## src/rtl/sprite_sched_pkg.sv

```systemverilog
// ---------------------------------------------------------------------------
// sprite_sched_pkg
// Shared definitions for the per-scanline sprite scheduler:
//   - state_t      : scheduler FSM states
//   - *_LSB / *_W  : bit positions of the fields in attribute words 0 and 1
//   - SPR_H        : sprite height in lines
//   - ATTR_WORDS / PAT_WORDS : address strides of the attribute table and
//                    pattern memory
// ---------------------------------------------------------------------------
package sprite_sched_pkg;

    typedef enum logic [3:0] {
        S_IDLE,
        S_CLR,
        S_A0,
        S_W0,
        S_A1,
        S_W1,
        S_AP,
        S_WP,
        S_SH,
        S_NEXT,
        S_DONE
    } state_t;

    // Attribute word 0
    localparam int POSX_LSB = 0;
    localparam int POSX_W   = 9;
    localparam int POSY_LSB = 9;
    localparam int POSY_W   = 9;
    localparam int SCLX_LSB = 18;
    localparam int SCLX_W   = 4;
    localparam int SWPX_BIT = 22;
    localparam int EN_BIT   = 23;
    localparam int PAT_LSB  = 24;
    localparam int PAT_W    = 5;

    // Attribute word 1
    localparam int BCOL_W    = 5;
    localparam int BCOL1_LSB = 0;
    localparam int BCOL2_LSB = 5;
    localparam int BCOL3_LSB = 10;
    localparam int BCOL4_LSB = 15;

    // Geometry and address strides
    localparam int SPR_H      = 16;
    localparam int ROW_W      = 4;
    localparam int ATTR_WORDS = 2;
    localparam int PAT_WORDS  = 16;
    localparam int IDX_W      = 8;

    // Word address of one half of an attribute entry.
    function automatic logic [15:0] attr_addr(input logic [15:0]      base,
                                              input logic [IDX_W-1:0] idx,
                                              input logic             second);
        return base + {7'd0, idx, second};
    endfunction

endpackage

```

## src/rtl/spr_attr_decode.sv

```systemverilog
// ---------------------------------------------------------------------------
// spr_attr_decode
// Combinational hit test for one sprite against the line being prepared.
// Ports:
//   word0    in  32 : attribute word 0 straight from RAM
//   next_y   in   9 : line being evaluated
//   hit      out  1 : sprite enabled and covers next_y
//   row      out  4 : pattern row selected by next_y
//   pat_addr out 16 : word address of that pattern row
// ---------------------------------------------------------------------------
module spr_attr_decode
    import sprite_sched_pkg::*;
#(
    parameter logic [15:0] PAT_BASE = 16'hE000
) (
    input  logic [31:0] word0,
    input  logic [8:0]  next_y,
    output logic        hit,
    output logic [3:0]  row,
    output logic [15:0] pat_addr
);

    logic [8:0]       dy;
    logic [PAT_W-1:0] pattern;
    logic             unused_bits;

    // dy wraps mod 512, so a sprite near the bottom of the 9-bit space stays
    // visible on the first lines after the wrap.
    always_comb begin
        dy       = next_y - word0[POSY_LSB +: POSY_W];
        pattern  = word0[PAT_LSB +: PAT_W];
        row      = dy[ROW_W-1:0];
        hit      = word0[EN_BIT] && (dy < 9'(SPR_H));
        pat_addr = PAT_BASE + {7'd0, pattern, dy[ROW_W-1:0]};
    end

    assign unused_bits = ^{word0[31:29], word0[SWPX_BIT:SCLX_LSB], word0[POSX_W-1:0]};

endmodule

```

## src/rtl/sprite_line_scheduler.sv

```systemverilog
// ---------------------------------------------------------------------------
// sprite_line_scheduler
// During hblank, clears the 8-stage sprite shift chain, scans the attribute
// table and loads up to MAX_SLOTS sprites that intersect the next line.
// Ports:
//   clk, rst            : clock, synchronous active-high reset
//   CounterX, CounterY  : beam position; CounterX == START_X starts a scan
//   fromRAM             : RAM read data, valid one clk after addr
//   addr                : registered RAM word address
//   clr / shift         : one-cycle chain clear / chain load strobes
//   posX sclX swpX colors bcol1..bcol4 : fields of the sprite being loaded
//   busy                : scan in progress
//   count / overflow    : sprites loaded this line / more hits than slots
// ---------------------------------------------------------------------------
module sprite_line_scheduler
    import sprite_sched_pkg::*;
#(
    parameter int          NSPR      = 32,
    parameter int          MAX_SLOTS = 8,
    parameter logic [15:0] ATTR_BASE = 16'hF000,
    parameter logic [15:0] PAT_BASE  = 16'hE000,
    parameter logic [9:0]  START_X   = 10'd640,
    parameter logic [8:0]  V_LINES   = 9'd480
) (
    input  logic        clk,
    input  logic        rst,
    input  logic [9:0]  CounterX,
    input  logic [8:0]  CounterY,
    input  logic [31:0] fromRAM,
    output logic [15:0] addr,
    output logic        clr,
    output logic        shift,
    output logic [8:0]  posX,
    output logic [3:0]  sclX,
    output logic        swpX,
    output logic [31:0] colors,
    output logic [4:0]  bcol1,
    output logic [4:0]  bcol2,
    output logic [4:0]  bcol3,
    output logic [4:0]  bcol4,
    output logic        busy,
    output logic [3:0]  count,
    output logic        overflow
);

    localparam logic [3:0]       MAX_CNT  = 4'(MAX_SLOTS);
    localparam logic [IDX_W-1:0] LAST_IDX = IDX_W'(NSPR - 1);

    state_t           state_reg, state_next;
    logic             x_match_reg, x_match_d_reg;
    logic             trigger;
    logic [8:0]       next_y_reg, next_y_next;
    logic [IDX_W-1:0] idx_reg, idx_next;
    logic [3:0]       count_reg, count_next;
    logic             overflow_reg, overflow_next;
    logic [15:0]      addr_reg, addr_next;
    logic [15:0]      pat_addr_reg, pat_addr_next;
    logic [8:0]       posx_reg, posx_next;
    logic [3:0]       sclx_reg, sclx_next;
    logic             swpx_reg, swpx_next;
    logic [31:0]      colors_reg, colors_next;
    logic [4:0]       bcol1_reg, bcol1_next;
    logic [4:0]       bcol2_reg, bcol2_next;
    logic [4:0]       bcol3_reg, bcol3_next;
    logic [4:0]       bcol4_reg, bcol4_next;

    logic             dec_hit;
    logic [3:0]       dec_row;
    logic [15:0]      dec_pat_addr;
    logic             unused_row;

    // The decoder always looks at the raw RAM word; its result only matters in W0.
    spr_attr_decode #(
        .PAT_BASE (PAT_BASE)
    ) u_decode (
        .word0    (fromRAM),
        .next_y   (next_y_reg),
        .hit      (dec_hit),
        .row      (dec_row),
        .pat_addr (dec_pat_addr)
    );

    assign unused_row = ^dec_row;

    // Holding CounterX at START_X for several clocks still yields one trigger.
    assign trigger = x_match_reg && !x_match_d_reg;

    always_comb begin
        state_next    = state_reg;
        next_y_next   = next_y_reg;
        idx_next      = idx_reg;
        count_next    = count_reg;
        overflow_next = overflow_reg;
        pat_addr_next = pat_addr_reg;
        posx_next     = posx_reg;
        sclx_next     = sclx_reg;
        swpx_next     = swpx_reg;
        colors_next   = colors_reg;
        bcol1_next    = bcol1_reg;
        bcol2_next    = bcol2_reg;
        bcol3_next    = bcol3_reg;
        bcol4_next    = bcol4_reg;
        addr_next     = addr_reg;
        clr           = 1'b0;
        shift         = 1'b0;
        busy          = (state_reg != S_IDLE);

        case (state_reg)
            S_IDLE: begin
                if (trigger) begin
                    next_y_next = (CounterY == V_LINES - 9'd1) ? 9'd0 : CounterY + 9'd1;
                    state_next  = S_CLR;
                end
            end
            S_CLR: begin
                clr           = 1'b1;
                count_next    = 4'd0;
                overflow_next = 1'b0;
                idx_next      = '0;
                state_next    = S_A0;
            end
            S_A0: state_next = S_W0;
            S_W0: begin
                if (dec_hit) begin
                    if (count_reg < MAX_CNT) begin
                        // Geometry fields are only taken for sprites that will be
                        // loaded, so they keep describing the last loaded sprite.
                        posx_next     = fromRAM[POSX_LSB +: POSX_W];
                        sclx_next     = fromRAM[SCLX_LSB +: SCLX_W];
                        swpx_next     = fromRAM[SWPX_BIT];
                        pat_addr_next = dec_pat_addr;
                        state_next    = S_A1;
                    end else begin
                        overflow_next = 1'b1;
                        state_next    = S_DONE;
                    end
                end else begin
                    state_next = S_NEXT;
                end
            end
            S_A1: state_next = S_W1;
            S_W1: begin
                bcol1_next = fromRAM[BCOL1_LSB +: BCOL_W];
                bcol2_next = fromRAM[BCOL2_LSB +: BCOL_W];
                bcol3_next = fromRAM[BCOL3_LSB +: BCOL_W];
                bcol4_next = fromRAM[BCOL4_LSB +: BCOL_W];
                state_next = S_AP;
            end
            S_AP: state_next = S_WP;
            S_WP: begin
                colors_next = fromRAM;
                state_next  = S_SH;
            end
            S_SH: begin
                shift      = 1'b1;
                count_next = count_reg + 4'd1;
                state_next = S_NEXT;
            end
            S_NEXT: begin
                if (idx_reg == LAST_IDX) begin
                    state_next = S_DONE;
                end else begin
                    idx_next   = idx_reg + 1'b1;
                    state_next = S_A0;
                end
            end
            S_DONE:  state_next = S_IDLE;
            default: state_next = S_IDLE;
        endcase

        // The address register is loaded on entry to each address state, so the
        // address is already on the RAM port during A0/A1/AP and the registered
        // read data lands in the following wait state.
        case (state_next)
            S_A0:    addr_next = attr_addr(ATTR_BASE, idx_next, 1'b0);
            S_A1:    addr_next = attr_addr(ATTR_BASE, idx_next, 1'b1);
            S_AP:    addr_next = pat_addr_reg;
            default: addr_next = addr_reg;
        endcase
    end

    always_ff @(posedge clk) begin
        if (rst) begin
            state_reg     <= S_IDLE;
            x_match_reg   <= 1'b0;
            x_match_d_reg <= 1'b0;
            next_y_reg    <= '0;
            idx_reg       <= '0;
            count_reg     <= '0;
            overflow_reg  <= 1'b0;
            addr_reg      <= '0;
            pat_addr_reg  <= '0;
            posx_reg      <= '0;
            sclx_reg      <= '0;
            swpx_reg      <= 1'b0;
            colors_reg    <= '0;
            bcol1_reg     <= '0;
            bcol2_reg     <= '0;
            bcol3_reg     <= '0;
            bcol4_reg     <= '0;
        end else begin
            state_reg     <= state_next;
            x_match_reg   <= (CounterX == START_X);
            x_match_d_reg <= x_match_reg;
            next_y_reg    <= next_y_next;
            idx_reg       <= idx_next;
            count_reg     <= count_next;
            overflow_reg  <= overflow_next;
            addr_reg      <= addr_next;
            pat_addr_reg  <= pat_addr_next;
            posx_reg      <= posx_next;
            sclx_reg      <= sclx_next;
            swpx_reg      <= swpx_next;
            colors_reg    <= colors_next;
            bcol1_reg     <= bcol1_next;
            bcol2_reg     <= bcol2_next;
            bcol3_reg     <= bcol3_next;
            bcol4_reg     <= bcol4_next;
        end
    end

    assign addr     = addr_reg;
    assign posX     = posx_reg;
    assign sclX     = sclx_reg;
    assign swpX     = swpx_reg;
    assign colors   = colors_reg;
    assign bcol1    = bcol1_reg;
    assign bcol2    = bcol2_reg;
    assign bcol3    = bcol3_reg;
    assign bcol4    = bcol4_reg;
    assign count    = count_reg;
    assign overflow = overflow_reg;

endmodule

```

## config.mk

```make
export PLATFORM = sky130hd
export DESIGN_NAME = sprite_line_scheduler
export DESIGN_NICKNAME = d
export VERILOG_FILES = /design/src/rtl/sprite_sched_pkg.sv /design/src/rtl/spr_attr_decode.sv /design/src/rtl/sprite_line_scheduler.sv
export SDC_FILE = /design/constraint.sdc
export NUM_CORES = 1
export LEC_CHECK = 0
export ABC_AREA = 0
export BUFFER_PORTS_ARGS = -buffer_cell sky130_fd_sc_hd__buf_2
export CAP_MARGIN = 10
export CELL_PAD_IN_SITES_DETAIL_PLACEMENT = 0
export CELL_PAD_IN_SITES_GLOBAL_PLACEMENT = 1
export CORE_MARGIN = 2
export CORE_UTILIZATION = 38
export CTS_CLUSTER_SIZE = 8
export DETAILED_ROUTE_END_ITERATION = 6
export PLACE_DENSITY_LB_ADDON = 0.1
export SLEW_MARGIN = 30
export SYNTH_ARGS = -nofsm -noshare
export SYNTH_HDL_FRONTEND = slang
export SYNTH_SLANG_ARGS = --single-unit
export TNS_END_PERCENT = 100
```

## constraint.sdc

```tcl
create_clock -name clk -period 4.7 [get_ports clk]
set_clock_uncertainty 0.05 [all_clocks]
set_input_delay 1.41 -clock clk [delete_from_list [all_inputs] [get_ports clk]]
set_output_delay 1.41 -clock clk [all_outputs]
set_load 0.005 [all_outputs]
```

# Yosys cells after proc, flatten, opt, wreduce, memory -nomap -nowiden
# Index checks and enable logic that the tools add are counted.
[word_totals] elab_cells=69 out_inout_bits=90 register_bits=126
[op_classes] n_eq_ne=17 reduce_logical=11 order_cmp=2 n_addsub=7 n_mux=15
[op_table] operator="16-bit case mux with 3 select lines" count=1
[op_table] operator="4-bit case mux with 10 select lines" count=1
[op_table] operator="13-bit by 10-bit adder with 14-bit output, first input constant" count=2
[op_table] operator="4-bit by 3-bit equality test with 1-bit output, second input constant" count=6
[op_table] operator="4-bit 2-to-1 mux" count=4
[op_table] operator="8-bit case mux with 2 select lines" count=1
[op_table] operator="14-bit by 10-bit adder with 15-bit output, first input constant" count=1
[op_table] operator="4-bit by 2-bit equality test with 1-bit output, second input constant" count=3
[op_table] operator="10-bit equality test, second input constant" count=1
[op_table] operator="9-bit by 1-bit adder with 9-bit output, second input constant" count=1
[op_table] operator="9-bit equality test, second input constant" count=1
[op_table] operator="9-bit by 5-bit less-than comparator with 1-bit output, second input constant" count=1
[op_table] operator="9-bit 2-to-1 mux" count=1
[op_table] operator="9-bit subtractor" count=1
[op_table] operator="8-bit by 1-bit adder with 8-bit output, second input constant" count=1
[op_table] operator="4-bit equality test, second input constant" count=2
[op_table] operator="8-bit by 5-bit equality test with 1-bit output, second input constant" count=1
[op_table] operator="8-bit 2-to-1 mux" count=1
[op_table] operator="4-bit case mux with 2 select lines" count=1
[op_table] operator="3-bit AND reduction" count=2
[op_table] operator="4-bit by 1-bit adder with 4-bit output, second input constant" count=1
[op_table] operator="4-bit by 1-bit equality test with 1-bit output, second input constant" count=1
[op_table] operator="4-bit logical NOT" count=1
[op_table] operator="4-bit less-than comparator, second input constant" count=1
[op_table] operator="other kinds (9)" count=15

# Depth between registers and ports, before layout
# Gate-level depths: netlist of run 1.
[logic_depth] ltp_word=7 ltp_mapped=12 depth_no_buf=10

# Modules after synthesis
# A second synthesis of run 1 with hierarchy kept.
[unflattened] hier_cells=698 hier_area_um2=5492.8
[modules_own_cells] module="sprite_line_scheduler" instances=1 area_per_inst_um2=4934.7 cells_per_inst=620
[modules_own_cells] module="spr_attr_decode" instances=1 area_per_inst_um2=558.0 cells_per_inst=78

# Worst setup path after synthesis of run 1
# OpenSTA, ideal clock, no wires.
[synth_timing] path_type="input -> register" from="input port fromRAM[9]" to="register pat_addr_reg[6]" arrival_ps=3540 path_buffers=2 setup_slack_ps=982 stages=11 cell_sequence="ha_1 > fa_1 > nand2b_1 > a211oi_1 > o22ai_1 > xnor2_1 > nor4_2 > buf_6 > buf_12 > mux2i_1 > nor2_1"
[synth_via] elab_chain_len=4
[synth_lines] item="start, declared" line="sprite_line_scheduler.sv:29" source="input logic [31:0] fromRAM,"
[synth_lines] item="9-bit subtractor (*)" line="spr_attr_decode.sv:30" source="dy = next_y - word0[POSY_LSB +: POSY_W];"
[synth_lines] item="9-bit by 5-bit less-than comparator with 1-bit output" line="spr_attr_decode.sv:33" source="hit = word0[EN_BIT] && (dy < 9'(SPR_H));"
[synth_lines] item="1-bit logical AND" line="spr_attr_decode.sv:33"
[synth_lines] item="3-bit AND reduction (no line)"
[synth_lines] item="end signal, assigned" line="sprite_line_scheduler.sv:210" source="pat_addr_reg <= pat_addr_next;"
[synth_lines] item="end, declared" line="sprite_line_scheduler.sv:57" source="logic [15:0] pat_addr_reg, pat_addr_next;"
# Mark *: on every way between the ends. The rest lies on a longest branch, timed or not.
# A chain may end at the register's enable or synchronous reset.

# Worst setup path in the final report of run 1
[layout_timing] from="input port fromRAM[9]" to="register addr_reg[2], in the netlist addr[2]"
[layout_via] elab_chain_len=7
[layout_lines] item="9-bit subtractor (*)" line="spr_attr_decode.sv:30"
[layout_lines] item="9-bit by 5-bit less-than comparator with 1-bit output (*)" line="spr_attr_decode.sv:33"
[layout_lines] item="1-bit logical AND (*)" line="spr_attr_decode.sv:33"
[layout_lines] item="4-bit 2-to-1 mux (*)" line="sprite_line_scheduler.sv:124" source="if (dec_hit) begin"
[layout_lines] item="4-bit case mux with 10 select lines (*)" line="sprite_line_scheduler.sv:108" source="case (state_reg)"
[layout_lines] item="4-bit by 3-bit equality test with 1-bit output or 4-bit by 2-bit equality test with 1-bit output (tied branches)" line="sprite_line_scheduler.sv:174" source="case (state_next)"
[layout_lines] item="16-bit case mux with 3 select lines or 3-bit nonzero test (tied branches)"
[layout_lines] item="end signal, assigned" line="sprite_line_scheduler.sv:209" source="addr_reg <= addr_next;"
[layout_lines] item="end, declared" line="sprite_line_scheduler.sv:56" source="logic [15:0] addr_reg, addr_next;"
# Marked as above.

==> results of run 1 <==
==> per-layer routing <==
layer | vias to the layer above | global-route usage, %
li1 | 2288 | -
met1 | 2077 | 25.5
met2 | 119 | 29.5
met3 | 17 | 3.69
met4 | 0 | 7.57
met5 | - | 0
==> final cells by class <==
cell class | count | area (um^2) | area share, %
clock inverter | 11 | 136 | 2.13
clock buffer | 20 | 447 | 6.98
sequential | 115 | 2300 | 36.0
multi-input combinational | 434 | 2490 | 38.9
timing repair buffer | 145 | 743 | 11.6
inverter | 17 | 63.8 | 0.996
tap | 176 | 220 | 3.44
==> cells in the final DEF (no fill, tap or decap), drive strengths merged, types with 6 or more instances in the layout <==
cell and instances:
clkbuf 20, ha 11, mux2i 30, a22oi 10, inv 16, a211o 6
a211oi 6, nor2 72, xnor2 11, buf 145, dfxtp 115, nand2 128
nor3 13, a21oi 68, nand3 8, o21a 7, o21ai 6, clkinv 8
nand2b 7
==> worst min path at each step <==
stage           startpoint             to  cells past startpoint
6_report          bcol2[3]       bcol2[3]                      2
5_1_grt         colors[20]     colors[20]                      2
4_1_cts           bcol4[1]       bcol4[1]                      2
3_5_place_dp    colors[14]     colors[14]                      2
3_3_place_gp    colors[31]     colors[31]                      2
2_1_floorplan  x_match_reg  x_match_d_reg                      1
==> power groups by stage <==
| stage | clock network, W | logic [W] | registers, W |
|---|---|---|---|
| 3_5_place_dp | 0 | 0.000359 | 0.00105 |
| 6_report | 0.00127 | 0.000362 | 0.00103 |
| 2_1_floorplan | 0 | 0.000297 | 0.00102 |
| 3_3_place_gp | 0 | 0.000356 | 0.00105 |
| 5_1_grt | 0.00135 | 0.000400 | 0.00103 |
| 4_1_cts | 0.00130 | 0.000363 | 0.00103 |
==> through the flow <==
| stage | hold slack [ns] | setup slack [ns] | instance area (um^2) | std cells | utilization (%) |
|---|---|---|---|---|---|
| 6_report | 0.399 | 0.778 | 6400 | 918 | 48.7 |
| 5_1_grt | 0.415 | 0.594 | 6400 | 918 | 48.7 |
| 4_1_cts | 0.401 | 0.779 | 6400 | 918 | 48.7 |
| 3_5_place_dp | 0.394 | 0.383 | 5820 | 887 | 44.3 |
| 3_3_place_gp | 0.389 | 0.465 | 5820 | 887 | 44.3 |
| 2_1_floorplan | 0.380 | 0.982 | 5060 | 607 | - |
==> worst max-delay path, cell delays in order <==
cell and delay (ns):
buf_2 0.12, ha_1 0.22, fa_1 0.40, nand2b_1 0.18
a211oi_1 0.23, o22ai_1 0.12, xnor2_1 0.44, o41ai_2 0.17
a21oi_1 0.46, buf_4 0.27, mux2i_1 0.19
==> kinds of logic after synthesis <==
family,Yosys count,synth area share (%)
AOI/OAI and AO/OA,124,15.8
and+or+nand+nor,250,21.2
other,1,0.0741
muxes,32,6.46
DFF,115,45.5
buffers and inverters,58,5.62
adders and majority gates,12,3.12
xor gates and xnor gates,13,2.25
==> metrics.csv, run 1 <==
stage,metric,value,unit
power,p_per_area,416,mW/mm^2
critical_path,reg2reg_depth,11,
power,p_switching,0.000674,W
place,port_buffers,139,
synthesis,yosysMostFrequentCell,nand2_1,
timing,fin_crit,3.92,ns
final_layout,largest_reg_flops,32,
synthesis,synthTopCellsByArea,"dfxtp_1 46%, nand2_1 9.5%, a21oi_1 6.7%",
synthesis,synth_top_cell_by_area,dfxtp_1,
cts,clock_path_buffers,2,
synthesis,yosysTopAreaCellShare,45.5,%
critical_path,required,4.98,ns
timing,tightestPinTransition,0.902,ns
power,netSwitchingFraction,25.3,%
routing,dr_wl_met3,587,um
routing,topRoutingLayerUsed,met4,
timing,slew_headroom,39.9,%
routing,viasPerCell,4.90,
global_route,grt_pass1_wl,21000,um
floorplan,pin_count,143,
routing,postRouteAntennaNets,0,
routing,drt_iter0_drc,170,
timing,post-route-period-util,83.5,%
critical_path,r2r-start,next_y_reg[0],
cts,cts_tree,built,
floorplan,dieArea,0.0142,mm^2
critical_path,startpoint_type,primary input,
place,gp_congestion,0.780,
power,p_clk_share,47.8,%
cts,cts_root_buffer,clkbuf_16,
synthesis,netlist_area,0.00506,mm^2
timing,fmax,255,MHz
global_route,overflow,0,
timing,drv_slew,0,
cts,cts.clk_slew.worst_paths,0.05,ns
cts,h-tree-depth,4,
synthesis,avgSynthCellArea,8.36,um^2
synthesis,synth_cell_type_count,58,
synthesis,synth-edff-count,0,
power,finalPower,0.00266,W
global_route,grt_pass1_vias,4113,
final_layout,num-nets-final,795,
synthesis,ys_seq_area_share,45.5,%
routing,drc,0,
floorplan,die_w,119,um
global_route,globalRouteTotalUtil,18.8,%
run_status,outcome,"complete, no violations",
cts,cts.sinks,115,
synthesis,netlist_instances,605,
critical_path,end_kind,flip-flop,
routing,finalWirelength,13300,um
floorplan,initial_core_util,38.5,%
power,p_leak,2.77,nW
critical_path,startpoint,fromRAM[9],
floorplan,rows,42,
floorplan,die_h,119,um
routing,route.met2.wl,6010,um
synthesis,ys_warn_count,0,
flow_run,maxCapViolations,0,
place,hpwl,9190,um
routing,via_count,4501,
synthesis,async_flop_share,0,%
global_route,antenna_found_initial,0,
routing,wl_met1,6420,um
global_route,grt_max_degree,86,
synthesis,ys.flop_type,dfxtp_1,
timing,setup_viol,0,
cts,cts_resized,0,
cts,postCtsSetupBuffers,0,
timing,setup_tns,0,ns
cts,clk_latency,0.41,ns
critical_path,critical_path.endpoint,addr[2],
routing,dr.pass1.iters,4,
hold_path,hp-class,reg2reg,
cts,cts_buffers,17,
critical_path,rrSetupSlack,1.50,ns
critical_path,rr_endpoint,addr[2],
final_layout,layout-drive-gt1-share,26.0,%
critical_path,critical_path_arrival,4.21,ns
routing,wire_per_inst,14.4,um
critical_path,path_max_fanout,7,
final_layout,area_delta_synth_final,26.6,%
power,pwr-share-comb,13.6,%
final_layout,fillers,1331,
cts,holdBufCountCts,0,
timing,rsz0062_at_grt,no,
synthesis,ys_ff_latch,115,
floorplan,coreArea,0.0131,mm^2
power,pwr-share-seq,38.6,%
critical_path,worstSetupPathType,in2reg,
final_layout,diodes,0,
timing,hold_viol_final,0,
power,p_int,0.00199,W
power,vdd_drop_max,0.230,mV
synthesis,ys_top_cells_by_count,"128 x nand2_1, 115 x dfxtp_1, 70 x nor2_1",
No activity file was read; power rests on OpenSTA's default activity.
==> run 2, diff against run 1 <==
ABC_AREA = 1   (was 0)
CORE_UTILIZATION = 37   (was 38)
clock period = 3.7 ns   (was 4.7 ns; I/O delays follow)
==> run 2 against run 1 <==
Wire length grew 7.0%. Core utilization shrank 0.51 points. Sequential share of layout area fell by 1.3 points. Combinational power fell by 70%. Critical path type unchanged. Largest cell class is now registers.
==> metrics.csv, run 2 <==
stage,metric,value,unit,change
run_status,outcome,"complete, no violations",,unchanged
global_route,use_met3,5.99,%,was 3.69%
synthesis,synth-edff-count,0,,unchanged
synthesis,netlist_instances,730,,was 605
cts,postCtsSetupBuffers,0,,unchanged
hold_path,hp-start,x_match_reg,,was bcol2[3]
floorplan,pin_count,143,,unchanged
final_layout,largest_reg_flops,32,,unchanged
cts,clock_path_buffers,2,,unchanged
final_layout,design_area,0.00664,mm^2,was 0.00640 mm^2
floorplan,initial_core_util,37.5,%,was 38.5%
final_layout,final_cell_mix,"139 x buf_2, 120 x nor2_1, 115 x dfxtp_1, 109 x nand2_1, 103 x inv_1",,"was 138 x buf_2, 128 x nand2_1, 115 x dfxtp_1, 70 x nor2_1, 68 x a21oi_1"
final_layout,seqCellArea,0.00230,mm^2,unchanged
global_route,grt_use_met2,31.8,%,was 29.5%
critical_path,path_max_fanout,27,,was 7
routing,finalWirelength,14200,um,"was 13,300 um"
hold_path,min_path_cells,2,,unchanged
floorplan,dieArea,0.0149,mm^2,was 0.0142 mm^2
cts,clk_latency,0.41,ns,about the same
global_route,grt_max_degree,45,,was 86
timing,fin_crit,3.05,ns,
final_layout,utilization,48.2,%,was 48.7%
synthesis,async_flop_share,0,%,unchanged
place,hpwl,9900,um,was 9190 um
global_route,globalRouteTotalUtil,19.7,%,was 18.8%
critical_path,required,3.94,ns,was 4.98 ns
cts,cts_root_buffer,clkbuf_16,,unchanged
flow_run,maxCapViolations,0,,unchanged
global_route,antenna_found_initial,0,,unchanged
place,dpl_cell_area,0.00598,mm^2,was 0.00582 mm^2
synthesis,synth_cell_type_count,37,,was 58
critical_path,worstSetupPathType,in2reg,,unchanged
global_route,grt_pass1_vias,4617,,"was 4,113"
routing,dr.pass1.iters,4,,unchanged
cts,cts_tree,built,,unchanged
final_layout,area_delta_synth_final,28.6,%,was 26.6%
floorplan,die_w,122,um,was 119 um
hold_path,hp-class,reg2reg,,unchanged
synthesis,synth_top_cell_by_area,dfxtp_1,,unchanged
synthesis,ys_warn_count,0,,unchanged
global_route,grt_util_met1,25.2,%,was 25.5%
synthesis,ys_top_cells_by_count,"122 x nor2_1, 115 x dfxtp_1, 109 x nand2_1",,"was 128 x nand2_1, 115 x dfxtp_1, 70 x nor2_1"
timing,hold_viol_final,0,,unchanged
critical_path,critical_path_arrival,3.29,ns,was 4.21 ns
floorplan,die_h,122,um,was 119 um
final_layout,layout-drive-gt1-share,21.9,%,was 26.0%
timing,tightestPinTransition,0.496,ns,was 0.902 ns
place,place_ws,0.219,ns,was 0.383 ns
final_layout,fillers,1413,,"was 1,331"
critical_path,rrSetupSlack,1.10,ns,was 1.50 ns
routing,viasPerCell,4.69,,was 4.90
place,port_buffers,139,,unchanged
routing,drt_iter0_drc,297,,was 170
place,gp_congestion,0.847,,was 0.780
timing,post-route-period-util,82.4,%,
power,vdd_drop_max,0.355,mV,was 0.230 mV
timing,setup_viol,0,,unchanged
critical_path,r2r-start,next_y_reg[0],,unchanged
synthesis,netlist_area,0.00517,mm^2,was 0.00506 mm^2
final_layout,layout_commonest_cell,buf_2,,unchanged
global_route,top_usage_layer,met2,,unchanged
synthesis,yosysTopAreaCellShare,44.6,%,was 45.5%
critical_path,reg2reg_depth,14,,was 11
synthesis,avgSynthCellArea,7.08,um^2,was 8.36 um^2
routing,via_count,4944,,"was 4,501"
routing,wire_per_inst,13.5,um,was 14.4 um
critical_path,startpoint_type,primary input,,unchanged
global_route,overflow,0,,unchanged
hold_path,whs_endpoint,x_match_d_reg,,was bcol2[3]
timing,drv_slew,0,,unchanged
timing,setup_tns,0,ns,unchanged
timing,fmax,328,MHz,
synthesis,ys_seq_area_share,44.6,%,was 45.5%
timing,slew_headroom,66.5,%,was 39.9%
global_route,grt_pass1_wl,22900,um,"was 21,000 um"
final_layout,multi_input_area,0.00230,mm^2,was 0.00249 mm^2
power,p_leak,3.36,nW,was 2.77 nW
routing,postRouteAntennaNets,0,,unchanged
final_layout,num-nets-final,926,,was 795
timing,fin_ws,0.652,ns,was 0.778 ns
synthesis,synthTopCellsByArea,"dfxtp_1 45%, nor2_1 8.9%, o21ai_0 8.6%",,"was dfxtp_1 46%, nand2_1 9.5%, a21oi_1 6.7%"
floorplan,coreArea,0.0138,mm^2,was 0.0131 mm^2
routing,drc,0,,unchanged
floorplan,rows,43,,was 42
cts,cts_resized,0,,unchanged
final_layout,diodes,0,,unchanged
critical_path,end_kind,flip-flop,,unchanged
cts,h-tree-depth,4,,unchanged
synthesis,yosysMostFrequentCell,nor2_1,,was nand2_1
timing,rsz0062_at_grt,no,,unchanged
cts,cts_buffers,17,,unchanged
power,p_per_area,478,mW/mm^2,was 416 mW/mm^2
synthesis,ys_ff_latch,115,,unchanged
cts,cts.clk_slew.worst_paths,0.05,ns,about the same
critical_path,rr_endpoint,pat_addr_reg[5],,was addr[2]
synthesis,ys.flop_type,dfxtp_1,,unchanged
cts,cts.sinks,115,,unchanged
cts,holdBufCountCts,0,,unchanged
## run 2: where the power goes
| part | leakage, nW | internal (W) | total (W) | switching (W) |
|---|---|---|---|---|
| Combinational | 2.11 | 0.0000414 | 0.000109 | 0.0000678 |
| Clock | 0.327 | 0.00126 | 0.00183 | 0.000566 |
| Sequential | 0.926 | 0.00124 | 0.00124 | 0.0000000979 |
| Total | 3.36 | 0.00254 | 0.00318 | 0.000634 |
## run 2: layout make-up
| class | count | share of cell area [%] |
|---|---|---|
| Sequential cell | 115 | 34.7 |
| Inverter | 107 | 6.05 |
| Timing Repair Buffer | 147 | 11.4 |
| Tap cell | 180 | 3.39 |
| Clock inverter | 9 | 2.62 |
| Clock buffer | 23 | 7.35 |
| Multi-Input combinational cell | 473 | 34.6 |
## run 2: how the worst max path moves through the flow
stage / cells past startpoint / start / endpoint
after floorplan: 13 / fromRAM[9] / pat_addr_reg[0]
after global placement: 14 / fromRAM[9] / pat_addr_reg[6]
after detailed placement: 14 / fromRAM[9] / pat_addr_reg[5]
after CTS: 14 / fromRAM[9] / pat_addr_reg[5]
after global routing: 14 / fromRAM[9] / posX[8]
final: 14 / fromRAM[9] / pat_addr_reg[5]
## run 2: metal layers
metal	share of wire [%]	routed length [um]
met5	0	0
met4	1.0	148
met3	5.2	731
met2	47	6730
met1	46	6580
## run 2: through the flow
| step | std cells | power [W] | hold slack, ns |
|---|---|---|---|
| 3_5_place_dp | 1022 | 0.00137 | 0.379 |
| 6_report | 1054 | 0.00318 | 0.382 |
| 3_3_place_gp | 1022 | 0.00137 | 0.374 |
| 4_1_cts | 1054 | 0.00322 | 0.383 |
| 2_1_floorplan | 732 | 0.00132 | 0.361 |
| 5_1_grt | 1054 | 0.00329 | 0.411 |
## run 2: logic make-up after synthesis
| kind of cell | count (synthesis) | synth area share, % |
|---|---|---|
| simple gates | 287 | 23.5 |
| fa+ha+maj | 12 | 3.05 |
| other cells | 1 | 0.0726 |
| xor+xnor | 7 | 1.19 |
| compound gates | 164 | 16.3 |
| flops | 115 | 44.6 |
| buf+inv | 144 | 11.2 |
## run 2: critical path, stage by stage
cell and delay, ns:
buf_2 0.12, ha_1 0.22, fa_1 0.40, inv_1 0.10, nand3_1 0.08, nand2_1 0.09
nor2_1 0.04, nor2_1 0.09, nand2_1 0.09, nor2_4 0.14, nand3_4 0.24, buf_4 0.32
o21ai_0 0.19, a21oi_1 0.05
==> run 3, diff against run 2 <==
clock period = 2.9 ns   (was 3.7 ns; I/O delays follow)
==> run 3 against run 2 <==
Worst setup slack worse by 0.35 ns. Wire length down 0.42%. Critical path depth unchanged. Core utilization about the same. Final area about the same. Sequential cell count unchanged.
==> metrics.csv, run 3 (synthesized netlist as in run 2, its figures left out) <==
stage,metric,value,unit,change
run_status,outcome,"complete, no violations",,unchanged
routing,drc,0,,unchanged
global_route,use_met3,5.06,%,was 5.99%
timing,hold_ws,0.379,ns,was 0.382 ns
routing,wire_per_inst,13.3,um,was 13.5 um
place,hpwl,10100,um,was 9900 um
timing,fmax,385,MHz,
power,p_leak,3.37,nW,was 3.36 nW
floorplan,pin_count,143,,unchanged
routing,viasPerCell,4.72,,was 4.69
routing,dr.pass1.iters,5,,was 4
timing,rsz0062_at_grt,no,,unchanged
final_layout,layout-drive-gt1-share,22.5,%,was 21.9%
critical_path,end_kind,flip-flop,,unchanged
floorplan,rows,43,,unchanged
timing,hold_viol_final,0,,unchanged
routing,via_count,5001,,"was 4,944"
place,port_buffers,139,,unchanged
final_layout,multi_input_area,0.00230,mm^2,unchanged
cts,cts.sinks,115,,unchanged
timing,slew_headroom,43.2,%,was 66.5%
cts,cts_resized,0,,unchanged
global_route,grt_util_met1,24.8,%,was 25.2%
cts,clock_path_buffers,2,,unchanged
final_layout,fillers,1429,,"was 1,413"
place,place_ws,-0.121,ns,was 0.219 ns
flow_run,maxCapViolations,0,,unchanged
global_route,grt_max_degree,44,,was 45
cts,cts_tree,built,,unchanged
power,finalPower,0.00381,W,was 0.00318 W
cts,holdBufCountCts,0,,unchanged
hold_path,hp-class,reg2reg,,unchanged
cts,cts_buffers,17,,unchanged
timing,setup_viol,0,,unchanged
critical_path,crit_buf_inv,3,,unchanged
critical_path,worstSetupPathType,in2reg,,unchanged
critical_path,crit_top_cell,nand3_1,,
critical_path,cp_slowest_stage_delay,0.38,ns,was 0.40 ns
floorplan,die_h,122,um,unchanged
cts,cts_root_buffer,clkbuf_16,,unchanged
timing,fin_ws,0.300,ns,was 0.652 ns
global_route,grt_pass1_wl,22600,um,"was 22,900 um"
cts,cts.clk_slew.worst_paths,0.06,ns,was 0.05 ns
cts,h-tree-depth,4,,unchanged
final_layout,largest_reg_flops,32,,unchanged
critical_path,crit_chain,"buf_2, ha_1, fa_1, inv_1, nand2_1, nand2_1, nand3_1, nand3_1, nand3_1, nor2_4, nand3_4, buf_12, o21ai_0, a21oi_1",,"was buf_2, ha_1, fa_1, inv_1, nand3_1, nand2_1, nor2_1, nor2_1, nand2_1, nor2_4, nand3_4, buf_4, o21ai_0, a21oi_1"
place,gp_congestion,0.896,,was 0.847
cts,clk_latency,0.41,ns,about the same
cts,postCtsSetupBuffers,0,,unchanged
timing,post-route-period-util,89.7,%,
global_route,overflow,0,,unchanged
critical_path,rrSetupSlack,0.53,ns,was 1.10 ns
floorplan,die_w,122,um,unchanged
final_layout,final_cell_mix,"139 x buf_2, 120 x nor2_1, 115 x dfxtp_1, 109 x nand2_1, 103 x inv_1",,unchanged
critical_path,path_max_fanout,27,,unchanged
routing,finalWirelength,14100,um,"was 14,200 um"
global_route,globalRouteTotalUtil,19.5,%,was 19.7%
final_layout,area_delta_synth_final,28.7,%,was 28.6%
critical_path,critical_path_arrival,2.86,ns,was 3.29 ns
critical_path,required,3.16,ns,was 3.94 ns
final_layout,utilization,48.3,%,was 48.2%
global_route,top_usage_layer,met2,,unchanged
critical_path,critPathSlowestCell,fa_1,,unchanged
routing,postRouteAntennaNets,0,,unchanged
timing,drv_slew,0,,unchanged
final_layout,num-nets-final,931,,was 926
floorplan,coreArea,0.0138,mm^2,unchanged
floorplan,dieArea,0.0149,mm^2,unchanged
critical_path,crit_family,simple AND/OR/NAND/NOR gates,,unchanged
power,p_per_area,573,mW/mm^2,was 478 mW/mm^2
routing,drt_iter0_drc,270,,was 297
timing,tightestPinTransition,0.851,ns,was 0.496 ns
final_layout,layout_commonest_cell,buf_2,,unchanged
power,vdd_drop_max,0.398,mV,was 0.355 mV
global_route,antenna_found_initial,0,,unchanged
global_route,grt_pass1_vias,4556,,"was 4,617"
timing,fin_crit,2.60,ns,
final_layout,seqCellArea,0.00230,mm^2,unchanged
final_layout,diodes,0,,unchanged
global_route,grt_use_met2,31.7,%,was 31.8%
floorplan,initial_core_util,37.5,%,unchanged
critical_path,startpoint_type,primary input,,unchanged
[run 3: area by class of cell]
class	count	area share, %
Sequential cell	115	34.6
Multi-Input combinational cell	473	34.5
Timing Repair Buffer	152	12.5
Clock buffer	18	6.61
Inverter	107	6.04
Tap cell	180	3.39
Clock inverter	14	2.30
[run 3: routing by layer]
layer  wire, um  up-vias
met4        239        0
met2       6710      112
met5          0        -
met1       6510     2278
met3        678       19
li1           -     2592
[run 3: metrics by stage]
step                      cell area [um^2]  TNS (ns)  cells
after global routing                  6650         0   1059
after global placement                6060    -0.950   1027
after CTS                             6650         0   1059
final                                 6650         0   1059
after floorplan                       5170         0    732
after detailed placement              6060     -2.66   1027
[run 3: worst min-delay path, delay by kind of cell, from the launching register on]
family                 cells  cell delay (ns)
buffers and inverters      1             0.06
AND/OR/NAND/NOR            1             0.04
flip-flops                 1             0.29
[run 3: path summary, 6_finish.rpt]
path | depth (start not counted) | end | startpoint
min | 2 | x_match_d_reg | x_match_reg
max | 14 | sclX[3] | fromRAM[9]
max reg2reg | 14 | sclX[3] | next_y_reg[0]
min reg2reg | 2 | x_match_d_reg | x_match_reg
[run 3: report_power, final]
group | switching [W] | leakage (nW) | internal, W
sequential | 0.000000129 | 0.926 | 0.00158
clock | 0.000789 | 0.292 | 0.00130
combinational | 0.0000869 | 2.15 | 0.0000578
total | 0.000876 | 3.37 | 0.00294
